==> src/rtl/mips_pkg.sv <==
// Shared definitions for the MIPS core register file: default widths,
// architectural register indices and the byte-enable merge helper.
package mips_pkg;

  localparam int DATA_W   = 32;
  localparam int ADDR_W   = 5;

  localparam int REG_ZERO = 0;
  localparam int REG_V0   = 2;
  localparam int REG_A0   = 4;

  // Widest supported register; callers zero-extend into it and truncate back.
  localparam int MERGE_W  = 128;
  localparam int MERGE_B  = MERGE_W / 8;

  function automatic logic [MERGE_W-1:0] byte_merge(
    input logic [MERGE_W-1:0] old_v,
    input logic [MERGE_W-1:0] new_v,
    input logic [MERGE_B-1:0] be
  );
    logic [MERGE_W-1:0] r;
    r = old_v;
    for (int k = 0; k < MERGE_B; k++)
      if (be[k]) r[k*8 +: 8] = new_v[k*8 +: 8];
    return r;
  endfunction

endpackage

==> src/rtl/regfile_rd_port.sv <==
// One read port: address mux over storage plus optional same-cycle
// write bypass using the same port-0-over-port-1 byte priority as commit.
module regfile_rd_port
  import mips_pkg::*;
#(
  parameter int DATA_W = mips_pkg::DATA_W,
  parameter int ADDR_W = mips_pkg::ADDR_W,
  parameter int DEPTH  = 1 << ADDR_W,
  parameter int BYPASS = 1
) (
  input  logic [DEPTH-1:0][DATA_W-1:0] mem,
  input  logic [DEPTH-1:0]             busy,
  input  logic [ADDR_W-1:0]            addr,
  input  logic                         we0,
  input  logic [ADDR_W-1:0]            waddr0,
  input  logic [DATA_W-1:0]            wdata0,
  input  logic [DATA_W/8-1:0]          wbe0,
  input  logic                         we1,
  input  logic [ADDR_W-1:0]            waddr1,
  input  logic [DATA_W-1:0]            wdata1,
  input  logic [DATA_W/8-1:0]          wbe1,
  output logic [DATA_W-1:0]            data,
  output logic                         busy_o
);

  function automatic logic [DATA_W-1:0] merge_bytes(
    input logic [DATA_W-1:0]   o,
    input logic [DATA_W-1:0]   n,
    input logic [DATA_W/8-1:0] be
  );
    return DATA_W'(byte_merge(MERGE_W'(o), MERGE_W'(n), MERGE_B'(be)));
  endfunction

  always_comb begin
    data = mem[addr];
    if (BYPASS != 0) begin
      // port 1 first so port 0 overrides overlapping bytes
      if (we1 && waddr1 == addr) data = merge_bytes(data, wdata1, wbe1);
      if (we0 && waddr0 == addr) data = merge_bytes(data, wdata0, wbe0);
    end
    if (addr == '0) data = '0;
  end

  assign busy_o = (addr == '0) ? 1'b0 : busy[addr];

endmodule

==> src/rtl/regfile_mp.sv <==
// Multi-port MIPS register file: NUM_RD read ports, two byte-enabled write
// ports, busy scoreboard for multi-cycle producers, $v0/$a0 debug taps.
module regfile_mp
  import mips_pkg::*;
#(
  parameter int DATA_W = mips_pkg::DATA_W,
  parameter int ADDR_W = mips_pkg::ADDR_W,
  parameter int NUM_RD = 2,
  parameter int BYPASS = 1
) (
  input  logic                       clk,
  input  logic                       rst_n,
  input  logic [NUM_RD*ADDR_W-1:0]   rd_addr,
  output logic [NUM_RD*DATA_W-1:0]   rd_data,
  output logic [NUM_RD-1:0]          rd_busy,
  input  logic                       we0,
  input  logic                       we1,
  input  logic [ADDR_W-1:0]          waddr0,
  input  logic [ADDR_W-1:0]          waddr1,
  input  logic [DATA_W-1:0]          wdata0,
  input  logic [DATA_W-1:0]          wdata1,
  input  logic [DATA_W/8-1:0]        wbe0,
  input  logic [DATA_W/8-1:0]        wbe1,
  input  logic                       mark_en,
  input  logic [ADDR_W-1:0]          mark_addr,
  output logic [DATA_W-1:0]          v0,
  output logic [DATA_W-1:0]          a0
);

  localparam int DEPTH = 1 << ADDR_W;
  localparam logic [ADDR_W-1:0] V0_IDX = ADDR_W'(REG_V0);
  localparam logic [ADDR_W-1:0] A0_IDX = ADDR_W'(REG_A0);

  logic [DEPTH-1:0][DATA_W-1:0] mem, mem_nxt;
  logic [DEPTH-1:0]             busy, busy_nxt;

  function automatic logic [DATA_W-1:0] merge_bytes(
    input logic [DATA_W-1:0]   o,
    input logic [DATA_W-1:0]   n,
    input logic [DATA_W/8-1:0] be
  );
    return DATA_W'(byte_merge(MERGE_W'(o), MERGE_W'(n), MERGE_B'(be)));
  endfunction

  always_comb begin
    mem_nxt  = mem;
    busy_nxt = busy;
    for (int r = 1; r < DEPTH; r++) begin
      if (we1 && waddr1 == ADDR_W'(r)) begin
        mem_nxt[r]  = merge_bytes(mem_nxt[r], wdata1, wbe1);
        busy_nxt[r] = 1'b0;
      end
      if (we0 && waddr0 == ADDR_W'(r)) begin
        mem_nxt[r]  = merge_bytes(mem_nxt[r], wdata0, wbe0);
        busy_nxt[r] = 1'b0;
      end
      // a fresh mark wins over a same-cycle write: a new producer is pending
      if (mark_en && mark_addr == ADDR_W'(r)) busy_nxt[r] = 1'b1;
    end
    mem_nxt[REG_ZERO]  = '0;
    busy_nxt[REG_ZERO] = 1'b0;
  end

  always_ff @(posedge clk) begin
    if (!rst_n) begin
      mem  <= '0;
      busy <= '0;
    end else begin
      mem  <= mem_nxt;
      busy <= busy_nxt;
    end
  end

  genvar i;
  generate
    for (i = 0; i < NUM_RD; i++) begin : g_rd
      regfile_rd_port #(
        .DATA_W (DATA_W),
        .ADDR_W (ADDR_W),
        .DEPTH  (DEPTH),
        .BYPASS (BYPASS)
      ) u_port (
        .mem    (mem),
        .busy   (busy),
        .addr   (rd_addr[i*ADDR_W +: ADDR_W]),
        .we0    (we0),
        .waddr0 (waddr0),
        .wdata0 (wdata0),
        .wbe0   (wbe0),
        .we1    (we1),
        .waddr1 (waddr1),
        .wdata1 (wdata1),
        .wbe1   (wbe1),
        .data   (rd_data[i*DATA_W +: DATA_W]),
        .busy_o (rd_busy[i])
      );
    end
  endgenerate

  assign v0 = mem[V0_IDX];
  assign a0 = mem[A0_IDX];

endmodule

==> config.mk <==
export PLATFORM = sky130hd
export DESIGN_NAME = regfile_mp
export DESIGN_NICKNAME = d
export VERILOG_FILES = /design/src/rtl/mips_pkg.sv /design/src/rtl/regfile_rd_port.sv /design/src/rtl/regfile_mp.sv
export SDC_FILE = /design/constraint.sdc
export NUM_CORES = 2
export LEC_CHECK = 0
export ABC_AREA = 0
export CAP_MARGIN = 20
export CORE_ASPECT_RATIO = 0.8
export CORE_MARGIN = 1
export CORE_UTILIZATION = 25
export CTS_BUF_LIST = sky130_fd_sc_hd__clkbuf_8
export DETAILED_ROUTE_END_ITERATION = 10
export PLACE_DENSITY_LB_ADDON = 0.1
export SYNTH_ARGS = -nofsm -noshare
export SYNTH_HDL_FRONTEND = slang
export SYNTH_HIERARCHICAL = 1
export SYNTH_SLANG_ARGS = --single-unit
==> constraint.sdc <==
create_clock -name clk -period 1.9 [get_ports clk]
set_input_delay 0.285 -clock clk [delete_from_list [all_inputs] [get_ports clk]]
set_output_delay 0.285 -clock clk [all_outputs]
set_load 0.005 [all_outputs]
### Yosys cells after proc, flatten, opt, wreduce, memory -nomap -nowiden

Cells that the tools add are included.

* output and inout port bits: 130
* register bits after elaboration: 1056
* word-level logic and storage cells: 728

* mux-type cells: 435
* eq/ne operators: 97
* magnitude comparators: 2
* reductions and logical operators: 130

Operator list (count)
* 32-bit two-way mux: 70
* 8-bit two-way mux: 264
* 32-bit binary-select mux with 5-bit select: 2
* 5-bit == test (second input constant): 48
* 5-bit by 4-bit == test with 1-bit output (second input constant): 24
* 1-bit logical AND: 97
* 1-bit two-way mux: 97
* 3-bit nonzero test: 31
* 5-bit by 3-bit == test with 1-bit output (second input constant): 12
* 5-bit by 2-bit == test with 1-bit output (second input constant): 6
* 5-bit == test: 4
* 5-bit by 1-bit == test with 1-bit output (second input constant): 3
* 5-bit by 6-bit < comparator with 1-bit output (second input constant): 2
* 1-bit binary-select mux with 5-bit select: 2
* 5-bit zero test: 2

### Logic depth before layout (Yosys ltp)

* depth in word-level cells: 7
* gate-level depth with buffers: 9

### Hierarchy

Netlist, hierarchy kept.

By module, submodules not included
* regfile_mp: times used 1, seq. area each 20479.6 sq um, area each 52733.1 sq um, cells each 6328
* regfile_rd_port: times used 2, seq. area each 0.0 sq um, area each 9823.2 sq um, cells each 1256

### Worst setup path before layout

No wires, ideal clock.

* path type: in2out
* start point: input port rd_addr[0]
* end point: output port rd_busy[0]
* data arrival time: 1.746 ns
* required time: 1.615 ns
* cell stages on the path: 5
* setup slack: -0.131 ns
* path through: buf_6 -> buf_12 -> mux4_1 -> mux4_2 -> a22o_1

* cells in the longest elaborated chain, start to end: 3

Ends and longest elaborated chain
* from (decl): line regfile_mp.sv:13 `input logic [NUM_RD*ADDR_W-1:0] rd_addr,`
* 1-bit binary-select mux with 5-bit select: line regfile_rd_port.sv:44 `assign busy_o = (addr == '0) ? 1'b0 : busy[addr];`
* 1-bit two-way mux (implied by the code): line regfile_rd_port.sv:44
* 1-bit two-way mux (*): line regfile_rd_port.sv:44
* to (decl): line regfile_mp.sv:15 `output logic [NUM_RD-1:0] rd_busy,`

Every way passes the cells marked *; elsewhere a longest branch is shown, timed or not. The select of a mux whose other input is x is not followed.

### Final worst setup path

* start point: register busy[31]
* end point: output port rd_busy[1]

* cells in the longest elaborated chain, start to end: 3

Ends and longest elaborated chain
* from (decl): line regfile_mp.sv:35 `logic [DEPTH-1:0] busy, busy_nxt;`
* from (signal assigned): line regfile_mp.sv:70 `busy <= busy_nxt;`
* 1-bit binary-select mux with 5-bit select: line regfile_rd_port.sv:44
* 1-bit two-way mux (implied by the code): line regfile_rd_port.sv:44
* 1-bit two-way mux: line regfile_rd_port.sv:44

No other way between the ends. The select of a mux whose other input is x is not followed.

==> out/results.tsv <==
stage	metric	value	unit
cells_and_area	Area Overhead vs Synth	38.0	%
floorplanning	Core Region	0.288	sq mm
route	Post-Route WL	497000	um
timing	worst-margin pin slew	998	ps
setup_path	RR Endpoint	v0[21]	
timing	Slew Limit Fails	0	
power	Clock Power Share	41.4	%
cts	Root Buffer	clkbuf_8	
logic_synthesis	area leader, netlist	dfxtp_1	
logic_synthesis	most frequent cell after synthesis	a22oi_1	
cells_and_area	ratio of cells with drive above 1 in the final layout	31.6	%
cells_and_area	Post-Layout Cell Count	13664	
global_routing	initial antenna violation count	17	
floorplanning	die height	483	um
timing	crit share post-route	164	%
logic_synthesis	register bit total from synthesis	1023	
power	Leak	35.2	nW
worst_hold_path	hold endpoint	mem[929]	
timing	Final Skew	0	ps
route	drt initial violations	11724	
logic_synthesis	Post-synth EDFFs	0	
global_routing	first-pass GRT wire length	683000	um
floorplanning	Die ar.	0.292	sq mm
timing	min setup slack post-route	-1220	ps
setup_path	cell mode on critical path	mux4_2	
power	Reg power frac	36.6	%
cts	htree depth	4	
route	via count	86876	
placement	Setup WS pre-CTS	-2340	ps
setup_path	R2R cell count	5	
cts	CTS tree	done	
route	first-pass detailed-route iteration total	7	
worst_hold_path	hold_sp	wbe0[0]	
cells_and_area	fin nets	9788	
logic_synthesis	synth top area cells	dfxtp_1 28%, a22oi_1 14%, mux2i_1 14%	
route	Remaining DRCs	0	
worst_hold_path	hold crit path type	input pin to register	
outcome	violated checks	negative setup slack	
route	Vias/cell	6.36	
worst_hold_path	Hold Crit Depth	5	
placement	dpl hpwl	343000	um
timing	setup violators final	93	
power	Pwr Density	595	mW/mm^2
global_routing	GRT overflow	0	
global_routing	largest net degree at the start of global routing	79	
setup_path	Req. time, crit path	1620	ps
cts	CTS buffer count	208	
timing	min cycle time layout	3120	ps
setup_path	slowest CP cell	mux4_2	
logic_synthesis	share of the synthesized area in the top cell type	28.3	%
logic_synthesis	Commonest cells post-synth	1373 x a22oi_1, 1361 x o21ai_0, 1024 x mux2i_1, 1023 x dfxtp_1, 780 x clkbuf_1	
logic_synthesis	Seq/Total Area, Yosys	28.3	%
cts	clock sinks	1023	
setup_path	Worst setup EP type	output port	
logic_synthesis	Post-Syn Area	0.0724	sq mm
timing	Slew headroom	33.5	%
power	Psw	20.3	mW
cts	worst-skew pair later-pin latency	1030	ps
route	antenna viol nets, final	0	
cts	clk buf depth	4	
logic_synthesis	async set-or-reset flop fraction in the synthesized netlist	0	%
floorplanning	row count	176	
cts	clock slew at reported path FFs	70	ps
setup_path	CP Buf/Inv Count	1	
logic_synthesis	Post-Syn Area per Cell	8.19	sq um
power	Cell Int Power	39.1	mW
logic_synthesis	Top FF cell, synth	dfxtp_1	
placement	GP Congestion	0.967	
setup_path	CP delay by family, top	multiplexers	
setup_path	Max stage delay on crit path	570	ps
power	Logic pwr share	22.1	%
floorplanning	io pins	232	
setup_path	Startpoint Class	register	
outcome	status	complete, but fails checks	
setup_path	r2r setup slk	880	ps
global_routing	number of global-route vias before repair	83850	
setup_path	Worst Path Arrival	2840	ps
floorplanning	Die Wd	604	um
route	Wirelength per Cell	36.4	um
timing	RSZ-0062 raised after global routing	true	
placement	PortBufs	231	
power	switch share	34.1	%
timing	Fin. Hold Viols	0	
power	Peak supply drop	491	uV
logic_synthesis	synthesized instance count	8840	
flow_run	number of max-cap violations	0	
placement	DP Cell Count	13274	
setup_path	crit path cell chain	mux4_2 -> mux4_2 -> a22o_4 -> buf_6	
global_routing	GRT Util Overall	32.5	%
setup_path	Reg2Reg Launch Point	v0[21]	
logic_synthesis	Unique masters post-synth	62	
logic_synthesis	yosys warns	6	
timing	f_max	0.320	GHz
setup_path	Crit Path Category	register to output port	
floorplanning	initial cell density of the core	25.2	%
setup_path	crit path max fanout	3	
==> cell type report <==
class / instances / area [sq um]
Fill cell: 29695 / 188000
Multi-Input combinational cell: 6481 / 48600
Timing Repair Buffer: 1954 / 21200
Sequential cell: 1023 / 21100
Tap cell: 3827 / 4790
Clock buffer: 266 / 3660
Clock inverter: 88 / 417
Inverter: 18 / 75.1
Antenna cell: 7 / 17.5
==> flip-flops by register name, summed over array words and instances (netlist names) <==
signal  flops
a0         32
mem       928
v0         32
busy       31
==> through the flow <==
stage | util, % | total power, mW | hold slack [ps] | area, sq um | TNS (ps)
floorplan | - | 27.3 | 453 | 72800 | -1990
global placement | 32.0 | 34.5 | 468 | 92100 | -702660
detailed placement | 32.0 | 34.5 | 477 | 92100 | -705520
CTS | 34.5 | 59.3 | 7.19 | 99400 | -67380
global route | 34.7 | 60.9 | 82.6 | 99900 | -62670
finish | 34.7 | 59.4 | 118 | 99900 | -56790
==> worst register-to-register path, stage by stage, from the launching register on <==
cell	delay, ps
dfxtp_4	360
buf_8	140
buf_4	130
buf_4	120
o21ai_0	60
a21oi_1	90
==> what timing repair did <==
| item | in CTS | in global routing |
|---|---|---|
| hold buffers | 1 | 0 |
| endpoints found under the setup margin | 130 | 128 |
| endpoints found under the hold margin | 340 | 0 |
| setup buffers | 94 | 32 |
| pin swaps | 381 | 228 |
| resized for setup | 1620 | 259 |
| cloned | 4 | 0 |
==> logic make-up (layout without fill, tap and decap cells) <==
logic type / after synthesis / count (layout) / share of synthesized area [%]
mux: 1044 / 1044 / 14.9
buf+inv: 1402 / 2326 / 8.73
compound gates: 4275 / 4275 / 37.5
simple gates: 1075 / 1076 / 10.3
flops: 1023 / 1023 / 28.3
xor+xnor: 20 / 20 / 0.242
other cells: 1 / 73 / 0.00518
==> per-layer routing <==
metal | vias up | routed length [um] | track usage [%]
li1 | 36413 | - | -
met1 | 43803 | 208000 | 43.4
met2 | 5456 | 212000 | 48.6
met3 | 1200 | 45900 | 6.68
met4 | 4 | 30800 | 17.9
met5 | - | 28 | 0
==> worst max path at each step <==
stage	slack, ps	end	start	depth (start not counted)
finish	-1220	rd_busy[1]	busy[31]	4
global route	-1260	rd_busy[1]	busy[26]	4
CTS	-1280	rd_busy[1]	busy[31]	4
detailed placement	-2340	rd_data[47]	rd_addr[5]	11
global placement	-2420	rd_data[14]	rd_addr[2]	10
floorplan	-100	rd_busy[0]	rd_addr[0]	5
==> cells in the final DEF (no fill, tap or decap), types with 66 or more instances in the layout <==
master,instances
clkbuf_8,268
buf_12,447
mux2i_2,80
buf_2,71
and4b_1,130
buf_6,167
clkdlybuf4s50_1,70
inv_1,83
nand2_1,187
buf_4,1156
dfxtp_1,640
nand3_2,90
dfxtp_2,326
and4_1,66
a22oi_1,1266
conb_1,66
o21ai_0,1333
mux2i_1,899
o31ai_1,222
a21oi_1,735
a22oi_2,107
a221oi_1,369
nand3_1,237
==> power groups by stage <==
stage | logic (mW) | registers, mW | clock network [mW]
after floorplan | 5.14 | 22.2 | 0
after global placement | 12.3 | 22.2 | 0
after detailed placement | 12.3 | 22.2 | 0
after CTS | 12.7 | 21.7 | 24.9
after global routing | 13.3 | 21.7 | 25.8
final | 13.1 | 21.7 | 24.6
(Power assumes the default switching activity.)
